--- src/rtl/dcp_noc2_enc_pkg.sv ---
// Shared types, constants and helpers for the DCP NOC2 flit encoder.
package dcp_noc2_enc_pkg;

  localparam logic [7:0] DCP_NOC2_LOAD_REQ64 = 8'd14;
  localparam logic [7:0] DCP_NOC2_LOAD_ACK   = 8'd24;
  localparam logic [7:0] DCP_NOC2_STORE_ACK  = 8'd25;

  localparam int unsigned FLIT_W     = 64;
  localparam int unsigned CHIPID_LSB = 50;
  localparam int unsigned CHIPID_W   = 14;
  localparam int unsigned X_LSB      = 42;
  localparam int unsigned Y_LSB      = 34;
  localparam int unsigned XY_W       = 8;
  localparam int unsigned FBITS_LSB  = 30;
  localparam int unsigned FBITS_FW   = 4;
  localparam int unsigned LEN_LSB    = 22;
  localparam int unsigned LEN_W      = 8;
  localparam int unsigned TYPE_LSB   = 14;
  localparam int unsigned TYPE_W     = 8;
  localparam int unsigned MSHRID_LSB = 6;
  localparam int unsigned MSHRID_FW  = 8;
  localparam int unsigned SIZE_LSB   = 27;
  localparam int unsigned SIZE_W     = 3;
  localparam logic [2:0]  SIZE_8B    = 3'b011;

  typedef struct packed {
    logic [13:0] chipid;
    logic [7:0]  x;
    logic [7:0]  y;
  } homeid_t;

  typedef enum logic [1:0] {StIdle, StHdr, StBody} state_e;

  // Fields are sized to the widest supported input; narrower inputs are zero-extended.
  typedef struct packed {
    logic [7:0]  mtype;
    logic [7:0]  mshrid;
    logic [63:0] addr;
    logic [63:0] data;
    logic [29:0] homeid;
    logic [3:0]  fbits;
  } msg_t;

  localparam int unsigned MSG_W = $bits(msg_t);

  function automatic homeid_t unpack_homeid(input logic [29:0] homeid);
    homeid_t h;
    h.chipid = homeid[29:16];
    h.x      = homeid[15:8];
    h.y      = homeid[7:0];
    return h;
  endfunction

  function automatic logic known_type(input logic [7:0] t);
    return (t == DCP_NOC2_LOAD_REQ64) || (t == DCP_NOC2_LOAD_ACK) || (t == DCP_NOC2_STORE_ACK);
  endfunction

  function automatic logic [7:0] msg_len(input logic [7:0] t);
    logic [7:0] len;
    case (t)
      DCP_NOC2_LOAD_REQ64: len = 8'd2;
      DCP_NOC2_LOAD_ACK:   len = 8'd1;
      default:             len = 8'd0;
    endcase
    return len;
  endfunction

endpackage

--- src/rtl/dcp_noc2_msg_reg.sv ---
// One-entry message register; a write in the same cycle as a pop replaces the entry.
module dcp_noc2_msg_reg
  import dcp_noc2_enc_pkg::*;
(
  input  logic             clk,
  input  logic             rst_n,
  input  logic             in_val_i,
  input  logic [MSG_W-1:0] in_msg_i,
  input  logic             out_rdy_i,
  output logic             out_val_o,
  output logic [MSG_W-1:0] out_msg_o
);

  logic             full_q, full_d;
  logic [MSG_W-1:0] msg_q, msg_d;

  always_comb begin
    full_d = full_q;
    msg_d  = msg_q;
    if (out_rdy_i) full_d = 1'b0;
    if (in_val_i) begin
      full_d = 1'b1;
      msg_d  = in_msg_i;
    end
  end

  always_ff @(posedge clk) begin
    if (!rst_n) begin
      full_q <= 1'b0;
      msg_q  <= '0;
    end else begin
      full_q <= full_d;
      msg_q  <= msg_d;
    end
  end

  assign out_val_o = full_q;
  assign out_msg_o = msg_q;

endmodule

--- src/rtl/dcp_noc2_encoder.sv ---
// Serializes DCP NOC2 messages into 64-bit flits. Define DCP_NOC2_ENC_SKID_EN for a
// second message register that removes the IDLE bubble between back-to-back messages.
module dcp_noc2_encoder
  import dcp_noc2_enc_pkg::*;
#(
  parameter int unsigned NOC_WIDTH = 64,
  parameter int unsigned MSHRID_W  = 8,
  parameter int unsigned PADDR_W   = 40,
  parameter int unsigned HOMEID_W  = 30,
  parameter int unsigned FBITS_W   = 4,
  parameter int unsigned MY_X      = 0,
  parameter int unsigned MY_Y      = 0,
  parameter int unsigned MY_CHIPID = 0
) (
  input  logic                 clk,
  input  logic                 rst_n,
  input  logic                 dcp_noc2buffer_val,
  output logic                 dcp_noc2buffer_rdy,
  input  logic [7:0]           dcp_noc2buffer_type,
  input  logic [MSHRID_W-1:0]  dcp_noc2buffer_mshrid,
  input  logic [PADDR_W-1:0]   dcp_noc2buffer_address,
  input  logic [63:0]          dcp_noc2buffer_data,
  input  logic [HOMEID_W-1:0]  dcp_noc2buffer_homeid,
  input  logic [FBITS_W-1:0]   dcp_noc2buffer_fbits,
  output logic                 noc2_out_val,
  input  logic                 noc2_out_rdy,
  output logic [NOC_WIDTH-1:0] noc2_out_data,
  output logic                 enc_err_pulse
);

  state_e            state_q, state_d;
  logic [7:0]        cnt_q, cnt_d;
  logic              rst_done_q, rst_done_d;
  logic              err_q, err_d;
  logic              accept, accept_ok, take, pop;
  logic              head_val, head_wr;
  msg_t              head_msg, head_wdata, in_msg;
  homeid_t           hid;
  logic [7:0]        len;
  logic [FLIT_W-1:0] flit0, flit1, flit2, flit;

`ifdef DCP_NOC2_ENC_SKID_EN
  logic tail_val, tail_wr, tail_rd;
  msg_t tail_msg;
  assign dcp_noc2buffer_rdy = rst_done_q && !tail_val;
`else
  assign dcp_noc2buffer_rdy = rst_done_q && (state_q == StIdle);
`endif

  assign accept    = dcp_noc2buffer_val && dcp_noc2buffer_rdy;
  assign accept_ok = accept && known_type(dcp_noc2buffer_type);

  always_comb begin
    in_msg        = '0;
    in_msg.mtype  = dcp_noc2buffer_type;
    in_msg.mshrid = 8'(dcp_noc2buffer_mshrid);
    in_msg.addr   = 64'(dcp_noc2buffer_address);
    in_msg.data   = dcp_noc2buffer_data;
    in_msg.homeid = 30'(dcp_noc2buffer_homeid);
    in_msg.fbits  = 4'(dcp_noc2buffer_fbits);
  end

  always_comb begin
    hid   = unpack_homeid(head_msg.homeid);
    len   = msg_len(head_msg.mtype);
    flit0 = '0;
    flit0[CHIPID_LSB +: CHIPID_W] = hid.chipid;
    flit0[X_LSB +: XY_W]          = hid.x;
    flit0[Y_LSB +: XY_W]          = hid.y;
    flit0[FBITS_LSB +: FBITS_FW]  = head_msg.fbits;
    flit0[LEN_LSB +: LEN_W]       = len;
    flit0[TYPE_LSB +: TYPE_W]     = head_msg.mtype;
    flit0[MSHRID_LSB +: MSHRID_FW] = head_msg.mshrid;
    flit1 = (head_msg.mtype == DCP_NOC2_LOAD_REQ64) ? head_msg.addr : head_msg.data;
    // Return-path header for the memory reply, pointing back at this tile.
    flit2 = '0;
    flit2[CHIPID_LSB +: CHIPID_W] = 14'(MY_CHIPID);
    flit2[X_LSB +: XY_W]          = 8'(MY_X);
    flit2[Y_LSB +: XY_W]          = 8'(MY_Y);
    flit2[SIZE_LSB +: SIZE_W]     = SIZE_8B;
  end

  assign noc2_out_val  = (state_q != StIdle) && head_val;
  assign noc2_out_data = NOC_WIDTH'(flit);
  assign enc_err_pulse = err_q;

  always_comb begin
    state_d    = state_q;
    cnt_d      = cnt_q;
    pop        = 1'b0;
    flit       = '0;
    rst_done_d = 1'b1;
    err_d      = accept && !known_type(dcp_noc2buffer_type);
    take       = noc2_out_val && noc2_out_rdy;
    unique case (state_q)
      StHdr: begin
        flit = flit0;
        if (take) begin
          if (len == 8'd0) begin
            pop     = 1'b1;
            state_d = StIdle;
          end else begin
            state_d = StBody;
            cnt_d   = 8'd1;
          end
        end
      end
      StBody: begin
        flit = (cnt_q == 8'd1) ? flit1 : flit2;
        if (take) begin
          if (cnt_q == len) begin
            pop     = 1'b1;
            state_d = StIdle;
          end else begin
            cnt_d = cnt_q + 8'd1;
          end
        end
      end
      default: ;
    endcase
`ifdef DCP_NOC2_ENC_SKID_EN
    // Head refills from the tail (or straight from the input) on the last flit.
    head_wr    = (pop && tail_val) || (accept_ok && (!head_val || (pop && !tail_val)));
    head_wdata = tail_val ? tail_msg : in_msg;
    tail_wr    = accept_ok && head_val && !pop;
    tail_rd    = pop && tail_val;
`else
    head_wr    = accept_ok;
    head_wdata = in_msg;
`endif
    if (head_wr) begin
      state_d = StHdr;
      cnt_d   = 8'd0;
    end
  end

  always_ff @(posedge clk) begin
    if (!rst_n) begin
      state_q    <= StIdle;
      cnt_q      <= 8'd0;
      rst_done_q <= 1'b0;
      err_q      <= 1'b0;
    end else begin
      state_q    <= state_d;
      cnt_q      <= cnt_d;
      rst_done_q <= rst_done_d;
      err_q      <= err_d;
    end
  end

  dcp_noc2_msg_reg u_msg_head (
    .clk       (clk),
    .rst_n     (rst_n),
    .in_val_i  (head_wr),
    .in_msg_i  (head_wdata),
    .out_rdy_i (pop),
    .out_val_o (head_val),
    .out_msg_o (head_msg)
  );

`ifdef DCP_NOC2_ENC_SKID_EN
  dcp_noc2_msg_reg u_msg_tail (
    .clk       (clk),
    .rst_n     (rst_n),
    .in_val_i  (tail_wr),
    .in_msg_i  (in_msg),
    .out_rdy_i (tail_rd),
    .out_val_o (tail_val),
    .out_msg_o (tail_msg)
  );
`endif

endmodule
--- config.mk ---
export PLATFORM = sky130hd
export DESIGN_NAME = dcp_noc2_encoder
export DESIGN_NICKNAME = d
export VERILOG_FILES = /design/src/rtl/dcp_noc2_enc_pkg.sv /design/src/rtl/dcp_noc2_msg_reg.sv /design/src/rtl/dcp_noc2_encoder.sv
export SDC_FILE = /design/constraint.sdc
export NUM_CORES = 1
export LEC_CHECK = 0
export CAP_MARGIN = 30
export CORE_MARGIN = 1
export CORE_UTILIZATION = 47
export DETAILED_ROUTE_END_ITERATION = 6
export GPL_ROUTABILITY_DRIVEN = 0
export GPL_TIMING_DRIVEN = 0
export PLACE_DENSITY_LB_ADDON = 0.12
export SLEW_MARGIN = 40
export SYNTH_ARGS = -nofsm -noshare
export SYNTH_HDL_FRONTEND = slang
export SYNTH_SLANG_ARGS = --single-unit
--- constraint.sdc ---
create_clock -name clk -period 2.6 [get_ports clk]
set_input_delay 0.52 -clock clk [delete_from_list [all_inputs] [get_ports clk]]
set_output_delay 0.52 -clock clk [all_outputs]
set_load 0.005 [all_outputs]
==> reports/metrics.csv <==
stage,metric,value,unit
synth,synthesized flop and latch total,167,
clock_tree,CTS tree,done,
cells_and_area,most frequent cells in the layout,"nand2_1, dfxtp_1, a21oi_1, clkdlybuf4s50_1, buf_2",
sta,post-route minimum period,3.03,ns
cells_and_area,nets,1386,
clock_tree,Num CTS Buffers,17,
route,via/cell ratio,5.40,
worst_setup_path,Worst R2R Path Depth,8,
synth,Synthesized Nets,1099,
pwr,switching power,0.00128,W
pwr,VDD IR max,0.497,mV
pwr,Seq pwr share,0.478,
sta,Setup TNS,-21.23,ns
worst_setup_path,R2R Path Start,state_q[0],
global_routing,initial antenna violation count,0,
sta,Max Slew Vio Count,0,
floorplanning,area of the die,15700,sq um
route,via count,7669,
pwr,Clock Power Share,0.459,
synth,"Cell Area, Synth",7150,sq um
place,hpwl dp,16500,um
sta,final worst-path cycle share,1.17,
global_routing,total congestion overflow,0,
synth,"area leader, netlist",dfxtp_1,
route,final WL,24500,um
route,first drt pass iteration count,7,
clock_tree,Clock Path Buffers,2,
worst_setup_path,crit path launch,cnt_q[3],
worst_setup_path,end of the critical path,noc2_out_data[51],
pwr,switching portion of total power,0.239,
floorplanning,I/O pin count,225,
cells_and_area,P&R area growth vs syn,49.4,%
place,port bufs,224,
floorplanning,die extent in x,125,um
synth,Synth warnings,0,
synth,Synth area leaders,"dfxtp_1, nand2_1, a21oi_1, mux2i_1, a22o_1",
cells_and_area,layout cell share with drive strength beyond 1,0.177,
clock_tree,Skew-Pair Late Insertion Delay,0.43,ns
sta,FMAX,0.330,GHz
worst_setup_path,RR Endpoint,u_msg_head.out_msg_o[41],
sta,Least-Margin Pin Slew,0.740,ns
sta,Final setup viols,62,
synth,share of the yosys chip area belonging to registers,0.468,
global_routing,largest net degree at the start of global routing,18,
clock_tree,cts hold-fix bufs,0,
sta,Final Hold Viols,0,
worst_setup_path,Crit Path Category,reg -> out,
synth,post-synthesis average cell area,7.65,sq um
sta,Worst slew margin,0.507,
clock_tree,CTS sink count,167,
floorplanning,Die Y,125,um
route,Detail Route Antenna Nets,0,
route,DRC viols,11,
sta,Fin Clk Skew,0.0115,ns
pwr,combinational fraction of design power,0.063,
worst_setup_path,CP endpoint kind,primary output,
route,DR iter-0 viols,597,
pwr,Lkg Pwr,3.78,nW
place,Post-Place Cell Area,9620,sq um
pwr,Pint,0.00408,W
worst_setup_path,WP data required,2.08,ns
cells_and_area,ant diodes,0,
route,wire per inst,17.3,um
floorplanning,num rows,44,
clock_tree,Worst-path clk slew,0.07,ns
cells_and_area,"Core Util, Final",0.726,
floorplanning,core area,14700,sq um
cells_and_area,fin area,10700,sq um
pwr,Tot Pwr,0.00536,W
sta,RSZ-0062 raised after global routing,true,
global_routing,first-pass GRT wire length,38000,um
worst_setup_path,critical path data arrival time,2.51,ns
sta,Hold WS,0.452,ns
synth,Synth top area share,0.468,
sta,worst setup margin,-0.430,ns
outcome,failing checks,"design-rule violations, negative setup slack",
global_routing,vias in the first global route,7121,
cells_and_area,"commonest non-fill, non-tap cell in the layout",nand2_1,
worst_hold_path,hold crit path type,reg -> reg,
pwr,Pwr Density,502,nW/um^2
worst_setup_path,"Max FO, Critical Path",5,
synth,Yosys cell types,50,
clock_tree,CTS H-tree depth,4,
outcome,outcome,"complete, but fails checks",
clock_tree,Clock Tree Root,clkbuf_16,
job,max-cap viol count,0,
worst_setup_path,Worst setup SP type,register,
floorplanning,Initial Util,0.486,
synth,Cells after Synth,935,
worst_setup_path,Worst R2R Setup Slack,0.17,ns
global_routing,GRT Overall Usage,0.313,
[through the flow]
stage          setup slack [ns]  instances
6_report                 -0.430       1419
5_1_grt                  -0.494       1419
4_1_cts                  -0.522       1412
3_5_place_dp             -0.601       1343
3_3_place_gp             -0.560       1343
2_1_floorplan             0.315        935
[synthesized netlist by cell type, drive strengths merged]
cell type and number:
o211ai 1, or3 6, nor2 9, a31o 2
nor4 1, o2111ai 1, ha 6, o21ai 36
inv 7, nor4b 3, and3b 2, a31oi 2
nand2 360, nand4 7, and3 3, clkbuf 51
buf 19, nand3 3, a22o 26, a211o 1
a41oi 3, nor2b 3, dfxtp 167, mux2i 28
or4 1, nor4bb 1, a21oi 168, or4b 1
o311ai 1, clkinv 1, nor3b 3, a211oi 1
nor3 5, o22ai 2, and2 4
[metal layers]
metal,wire length (um),GRT usage,vias up,part of all wire
met5,0,0,-,0
met4,680,0.127,0,0.028
met3,1720,0.0779,47,0.070
met2,11800,0.522,295,0.48
met1,10300,0.386,3611,0.42
li1,-,-,3716,-
[worst min-delay path by stage]
stage	cells after the start	from	slack, ns	end
finish	2	u_msg_head.out_msg_o[86]	0.45	u_msg_head.out_msg_o[86]
global route	2	u_msg_head.out_msg_o[163]	0.46	u_msg_head.out_msg_o[163]
CTS	2	u_msg_head.out_msg_o[132]	0.45	u_msg_head.out_msg_o[132]
detailed placement	2	u_msg_head.out_msg_o[132]	0.44	u_msg_head.out_msg_o[132]
global placement	2	u_msg_head.out_msg_o[47]	0.44	u_msg_head.out_msg_o[47]
floorplan	2	u_msg_head.out_msg_o[40]	0.43	u_msg_head.out_msg_o[40]
[timing repair]
item                       CTS  global route
pin swaps                   41            27
gates cloned                 5             0
gates resized for setup    353            32
setup buffers               35            13
setup endpoints to repair  147           160
[registers in the layout, indices dropped and copies added (netlist names)]
signal,cells
state_q,2
rst_done_q,1
enc_err_pulse,1
u_msg_head.out_msg_o,154
u_msg_head.out_val_o,1
cnt_q,8
[layout make-up]
cell class,count,area [sq um]
Multi-Input combinational cell,690,3660
Fill cell,1210,4020
Sequential cell,167,3350
Clock buffer,18,439
Clock inverter,14,129
Timing Repair Buffer,275,2510
Tap cell,184,230
Buffer,63,337
Inverter,8,31.3
[worst max-delay path, stage by stage (launching register included)]
cell and delay [ns]:
dfxtp_2 0.33, or4_4 0.54, nor3_4 0.20, nand4_4 0.16, nor2_4 0.27, buf_6 0.14
buf_6 0.11, buf_6 0.09, a22o_1 0.12, buf_2 0.11
[cells by family (layout without fill, tap and decap cells)]
| family | count (synthesis) | in the layout | share of synthesized area |
|---|---|---|---|
| DFF | 167 | 167 | 0.468 |
| muxes | 28 | 28 | 0.0392 |
| AOI/OAI and AO/OA | 244 | 244 | 0.194 |
| adders and majority gates | 6 | 6 | 0.0105 |
| buffers and inverters | 78 | 378 | 0.0471 |
| and+or+nand+nor | 412 | 412 | 0.242 |
[power groups by stage]
stage	registers [W]	clock network (W)	logic (W)
6_report	0.00257	0.00246	0.000337
4_1_cts	0.00257	0.00247	0.000334
3_5_place_dp	0.00262	0	0.000330
5_1_grt	0.00256	0.00258	0.000356
3_3_place_gp	0.00262	0	0.000332
2_1_floorplan	0.00262	0	0.0000543
No activity file was read; power rests on OpenSTA's default activity.
